--- src/rtl/panda_pkg.sv ---
// Shared fetch-stage types and constants for the Panda front end.
package panda_pkg;

    typedef enum logic [1:0] {StIdle, StReq, StWait} fetch_state_e;

    localparam logic [31:0] NOP_INSTR = 32'h0000_0013;

endpackage

--- src/rtl/panda_fetch_buf.sv ---
// Single-entry instruction/PC holding buffer between fetch and decode.
module panda_fetch_buf
    import panda_pkg::*;
#(
    parameter int unsigned      Width    = 32,
    parameter logic [Width-1:0] NopInstr = Width'(NOP_INSTR)
) (
    input  logic             clk_i,
    input  logic             rst_ni,
    input  logic             load_i,
    input  logic             consume_i,
    input  logic             flush_i,
    input  logic [Width-1:0] instr_i,
    input  logic [Width-1:0] pc_i,
    output logic             valid_o,
    output logic [Width-1:0] instr_o,
    output logic [Width-1:0] pc_o
);

    logic             valid_q, valid_d;
    logic [Width-1:0] instr_q, instr_d;
    logic [Width-1:0] pc_q, pc_d;

    // Flush beats load beats consume; a same-cycle reload keeps the entry valid.
    always_comb begin
        valid_d = valid_q;
        instr_d = instr_q;
        pc_d    = pc_q;
        if (flush_i) begin
            valid_d = 1'b0;
            instr_d = NopInstr;
        end else if (load_i) begin
            valid_d = 1'b1;
            instr_d = instr_i;
            pc_d    = pc_i;
        end else if (consume_i) begin
            valid_d = 1'b0;
        end
    end

    always_ff @(posedge clk_i or negedge rst_ni) begin
        if (!rst_ni) begin
            valid_q <= 1'b0;
            instr_q <= NopInstr;
            pc_q    <= '0;
        end else begin
            valid_q <= valid_d;
            instr_q <= instr_d;
            pc_q    <= pc_d;
        end
    end

    assign valid_o = valid_q;
    assign instr_o = instr_q;
    assign pc_o    = pc_q;

endmodule

--- src/rtl/panda_fetch_ctrl.sv ---
// Panda fetch sequencer: one outstanding imem request feeding a single-entry decode buffer.
// Build option PANDA_FETCH_PERF_EN adds saturating fetch_cnt_o / kill_cnt_o counters.
module panda_fetch_ctrl
    import panda_pkg::*;
#(
    parameter int unsigned      Width    = 32,
    parameter logic [Width-1:0] NopInstr = Width'(NOP_INSTR)
) (
    input  logic             clk_i,
    input  logic             rst_ni,
    input  logic [Width-1:0] pc_i,
    output logic             pc_stall_o,
    output logic             pc_change_flow_o,
    output logic [Width-1:0] pc_target_o,
    input  logic             redirect_i,
    input  logic [Width-1:0] redirect_addr_i,
    output logic             imem_req_o,
    output logic [Width-1:0] imem_addr_o,
    input  logic             imem_gnt_i,
    input  logic             imem_rvalid_i,
    input  logic [Width-1:0] imem_rdata_i,
    output logic             instr_valid_o,
    output logic [Width-1:0] instr_o,
    output logic [Width-1:0] instr_pc_o,
    input  logic             id_ready_i
`ifdef PANDA_FETCH_PERF_EN
    ,
    output logic [31:0]      fetch_cnt_o,
    output logic [31:0]      kill_cnt_o
`endif
);

    fetch_state_e     state_q, state_d;
    logic             kill_q, kill_d;
    logic [Width-1:0] pend_pc_q, pend_pc_d;
    logic             grant, in_wait, resp_load, resp_drop;

    assign grant     = imem_req_o & imem_gnt_i;
    assign in_wait   = (state_q == StWait);
    // A response that coincides with a redirect is stale even without the kill flag.
    assign resp_load = in_wait & imem_rvalid_i & ~kill_q & ~redirect_i;
    assign resp_drop = in_wait & imem_rvalid_i & (kill_q | redirect_i);

    always_ff @(posedge clk_i or negedge rst_ni) begin
        if (!rst_ni) begin
            state_q   <= StIdle;
            kill_q    <= 1'b0;
            pend_pc_q <= '0;
        end else begin
            state_q   <= state_d;
            kill_q    <= kill_d;
            pend_pc_q <= pend_pc_d;
        end
    end

    always_comb begin
        state_d   = state_q;
        kill_d    = kill_q;
        pend_pc_d = pend_pc_q;
        unique case (state_q)
            StIdle: state_d = StReq;
            StReq: begin
                if (grant) begin
                    state_d   = StWait;
                    pend_pc_d = pc_i;
                    kill_d    = redirect_i;
                end
            end
            StWait: begin
                if (imem_rvalid_i) begin
                    state_d = StReq;
                    kill_d  = 1'b0;
                end else if (redirect_i) begin
                    kill_d = 1'b1;
                end
            end
            default: state_d = StIdle;
        endcase
    end

    always_comb begin
        imem_req_o       = (state_q == StReq) & (~instr_valid_o | id_ready_i);
        imem_addr_o      = pc_i;
        pc_change_flow_o = redirect_i;
        pc_target_o      = redirect_addr_i;
        pc_stall_o       = ~(imem_req_o & imem_gnt_i) & ~redirect_i;
    end

    panda_fetch_buf #(
        .Width    (Width),
        .NopInstr (NopInstr)
    ) u_buf (
        .clk_i     (clk_i),
        .rst_ni    (rst_ni),
        .load_i    (resp_load),
        .consume_i (instr_valid_o & id_ready_i),
        .flush_i   (redirect_i),
        .instr_i   (imem_rdata_i),
        .pc_i      (pend_pc_q),
        .valid_o   (instr_valid_o),
        .instr_o   (instr_o),
        .pc_o      (instr_pc_o)
    );

`ifdef PANDA_FETCH_PERF_EN
    logic [31:0] fetch_cnt_q, kill_cnt_q;

    always_ff @(posedge clk_i or negedge rst_ni) begin
        if (!rst_ni) begin
            fetch_cnt_q <= '0;
            kill_cnt_q  <= '0;
        end else begin
            if (resp_load && (fetch_cnt_q != 32'hFFFF_FFFF)) fetch_cnt_q <= fetch_cnt_q + 32'd1;
            if (resp_drop && (kill_cnt_q != 32'hFFFF_FFFF)) kill_cnt_q <= kill_cnt_q + 32'd1;
        end
    end

    assign fetch_cnt_o = fetch_cnt_q;
    assign kill_cnt_o  = kill_cnt_q;
`endif

endmodule
--- config.mk ---
export PLATFORM = sky130hd
export DESIGN_NAME = panda_fetch_ctrl
export DESIGN_NICKNAME = d
export VERILOG_FILES = /design/src/rtl/panda_pkg.sv /design/src/rtl/panda_fetch_buf.sv /design/src/rtl/panda_fetch_ctrl.sv
export SDC_FILE = /design/constraint.sdc
export NUM_CORES = 1
export LEC_CHECK = 0
export CAP_MARGIN = 20
export CORE_MARGIN = 3
export CORE_UTILIZATION = 35
export DETAILED_ROUTE_END_ITERATION = 10
export PLACE_DENSITY = 0.82
export REMOVE_ABC_BUFFERS = 1
export SKIP_LAST_GASP = 1
export SYNTH_ARGS = -nofsm -noshare
export SYNTH_HDL_FRONTEND = slang
export SYNTH_SLANG_ARGS = --single-unit
--- constraint.sdc ---
create_clock -name clk_i -period 4.3 [get_ports clk_i]
set_input_delay 1.075 -clock clk_i [delete_from_list [all_inputs] [get_ports clk_i]]
set_output_delay 1.075 -clock clk_i [all_outputs]
set_load 0.01 [all_outputs]
==> results list <==
- The flow ran to the end, and the final reports show no timing, DRC or antenna violations.
- The floorplan has 39 rows.
- TritonCTS built the clock tree.
- In the global route stage, met1 resource usage came out at ~22%.
- For the pin with the worst max-slew slack, the measured transition is around 850 ps.
* Combinational power share: about a third
- Maximum operating frequency: about 270 MHz
- Of the synthesized area, sequential elements account for between 50% and 60%.
* Yosys warning total: 0
- Io pins: around 230
* Register cell area after layout: around 2500 sq um
* Final core utilization: between 50% and 60%
- For the final database, setup skew stands at ~11 ps.
- Setup repair after global routing left no endpoint under its margin.
- Across the run, the number of max-cap violations was 0.
- After routing the design area is about 6000 sq um.
* DR DRC count: 0
- Final hold analysis gives a worst-case slack of approximately 500 ps.
* Hold-fix buffer count after cts: 0
- Maximum level of the CTS H-tree: 3
- Switching power share of the total: approximately a quarter
- Placeable core area: 11710 sq um
- Final-layout fill cell count: 1025
- Summed over all nets, the half-perimeter wirelength after detailed placement is between 7000 and 8000 um.
- Multi-input combinational cell area: 1196 sq um
- No sink is reached through more buffers than the 2 on the longest clock path.
- Placement-stage cell area: roughly 5600 sq um
* Largest fanout on the critical path: 4
* Share of post-route cells with drive strength above 1: 22.85%
- Count of endpoints failing setup in the final report: 0
- The final critical path takes up ~87% of the cycle.
- Area contributors post-synth: dfrtp_1 57%, buf_4 11%, mux2_2 11%
* Mean instance size in the synthesized netlist: between 10 and 15 sq um
- Data arrives at the worst endpoint at 2660 ps.
- The most common cell in the synthesized netlist is dfrtp_1.
- Clock network fraction of design power: ~27%
- CP startpoint kind: input pin
- Global routing used just under 8% of the available met3 tracks.
* Number of DRC markers after the initial detailed-route iteration: between 70 and 80
- Once the floorplan was initialized, standard cells occupied approximately 37% of the core.
* Via/cell ratio: about 5
* Internal power consumption: between 2 and 3 mW
- Root cell of the clock tree: clkbuf_16
- Number of antenna violations at the first check in global routing: 0
- The detail route stage leaves a number of antenna-violating nets equal to 0.
- CP required: 3220 ps
- Ranked by instance count, the synthesized netlist is headed by 97 x dfrtp_1, 65 x buf_4, 42 x mux2_2.
- EDFF count, synth: 0
- In this run, placement finished with an instance count of roughly 530.
- Counting I/O delays and the setup requirement, the final critical path takes approximately 3700 ps.
- The total overflow left after global routing is 0.
* Total power divided by cell area: between 500 and 600 nW/um^2
- Drt first pass iters: 4
* Area growth from synthesis to final layout: 39.52%
- Worst ir drop on vdd: around 0.24 mV
* Count of unique library cells instantiated by Yosys: 26
- Overall routed net length: about 11000 um
- Global placer's final weighted congestion: 0.7903
* Proportion of power drawn by flip-flops and latches: ~42%
- Clock latency on the worst-skew pair, taken at its later pin, is around 340 ps.
- Nature of the critical path endpoint: output pin
- Wire length of the first global-routing pass: about 16000 um
* N_diodes: 0
- The analysis attributes to cell leakage a power of 2.634 nW.
* Buffer count from post-CTS setup fixing: 0
- In this run, post-CTS repair resized a total of 0 instances.
- dfrtp_1 takes more of the synthesized area than any other cell.
- Register clock-pin slew on the reported worst setup and hold paths: around 60 ps
* Die outline area: between 10000 and 15000 sq um
- Slew margin rel.: about 43%
- Adding up every negative setup slack in the final design gives 0 ps.
- In the synthesized netlist, the number of instances is ~300.
- In this run the worst hold path is classified as flip-flop to flip-flop.
- Setup Crit Path Kind: input pin to output pin
* FFs w/ async S/R, synth: 100.0%
* Post-synthesis instance area: between 4000 and 5000 sq um
- Number of clock buffers inserted by TritonCTS: 9
- The final hold violation count is 0.
- Reported net switching power: around 0.9 mW
- Max-slew violations: 0
* Via count of the first global-routing pass: 2908
- Entering global routing, the biggest net connects 72 pins.
* Vert. Die Dim: ~120 um
- For this run, the post-layout net count is a little over 500.
* Met2 track demand over resource: 21.39%
- Routed wire per std cell: just under 20 um
- Global-route total usage across every layer: 15.76%
- Finished Layout Cells: 550
- The global routing stage identified its most utilized layer as met1.
* Number of sinks on the clock net: 100
- Total number of vias: ~2700
* Predominant post-synthesis flop cell: dfrtp_1
* Die width: between 100 and 150 um
- Share of the synthesized area in the top cell type: 56.58%
- Counting flops and latches in the post-synthesis netlist gives 100.
- Quantity of I/O buffers inserted on ports: around 170
[area by class of cell]
| class | count | area share (%) |
|---|---|---|
| Multi-Input combinational cell | 113 | 19.98 |
| Clock buffer | 10 | 3.992 |
| Tap cell | 143 | 2.989 |
| Timing Repair Buffer | 174 | 29.06 |
| Clock inverter | 6 | 1.860 |
| Inverter | 4 | 0.2508 |
| Sequential cell | 100 | 41.87 |
[per-stage QoR]
step | worst slack (ps) | power [mW]
after floorplan | 1149 | 1.956
after global placement | 729.8 | 2.485
after detailed placement | 572.0 | 2.534
after CTS | 573.9 | 3.478
after global routing | 389.5 | 3.626
final | 564.3 | 3.430
[power by group through the flow]
stage	Combinational, mW	Sequential [mW]	Clock [mW]
floorplan	0.487	1.47	0
global placement	1.07	1.42	0
detailed placement	1.09	1.44	0
CTS	1.10	1.43	0.952
global route	1.16	1.47	0.999
finish	1.08	1.43	0.928
[cells in the final DEF (no fill, tap or decap)]
cell	instances
a21oi_1	1
a222oi_1	1
a22o_1	30
and2_1	1
and2_2	1
and4bb_2	1
buf_12	1
buf_4	5
bufinv_16	3
clkbuf_16	9
clkbuf_8	1
clkdlybuf4s50_1	168
clkinv_2	1
clkinv_4	1
clkinvlp_4	1
dfrtp_1	97
dfstp_2	3
inv_1	3
inv_2	1
mux2_1	2
mux2_2	42
mux2_4	20
nand2_1	1
nor2_1	1
nor2_2	1
nor2b_1	2
nor3_1	1
o21a_1	1
o21ai_0	1
o22a_1	3
o41ai_1	1
or2_2	1
or4_4	1
[routing by layer]
| metal | up-vias | share of wire (%) |
|---|---|---|
| met5 | - | 0.43 |
| met3 | 9 | 12 |
| li1 | 1189 | - |
| met4 | 2 | 1.2 |
| met2 | 164 | 42 |
| met1 | 1311 | 45 |
[state kept, by name, indices dropped and copies added, names as in the netlist]
name,cells
u_buf.valid_o,1
state_q,2
u_buf.instr_o,32
pend_pc_q,32
kill_q,1
u_buf.pc_o,32
[cell families after synthesis]
group	after synthesis	synth area share, %
and+or+nand+nor	11	1.662
DFF	100	58.41
AOI/OAI and AO/OA	38	7.582
buffers and inverters	83	13.79
muxes	64	18.55
[critical path, stage by stage]
cell	delay, ps
clkdlybuf4s50_1	430
nor2b_1	280
nor3_1	120
a21oi_1	180
clkdlybuf4s50_1	580
[worst paths after layout]
check,start,endpoint,slack [ps],depth (start not counted)
max,id_ready_i,pc_stall_o,560,5
min,u_buf.instr_o[24],u_buf.instr_o[24],500,1
max reg2reg,state_q[0],u_buf.pc_o[14],2260,4
min reg2reg,u_buf.instr_o[24],u_buf.instr_o[24],500,1
max in group asynchronous,rst_ni,u_buf.pc_o[15],2540,2
min in group asynchronous,rst_ni,pend_pc_q[28],840,1
Power figures use the tool's default switching activity.
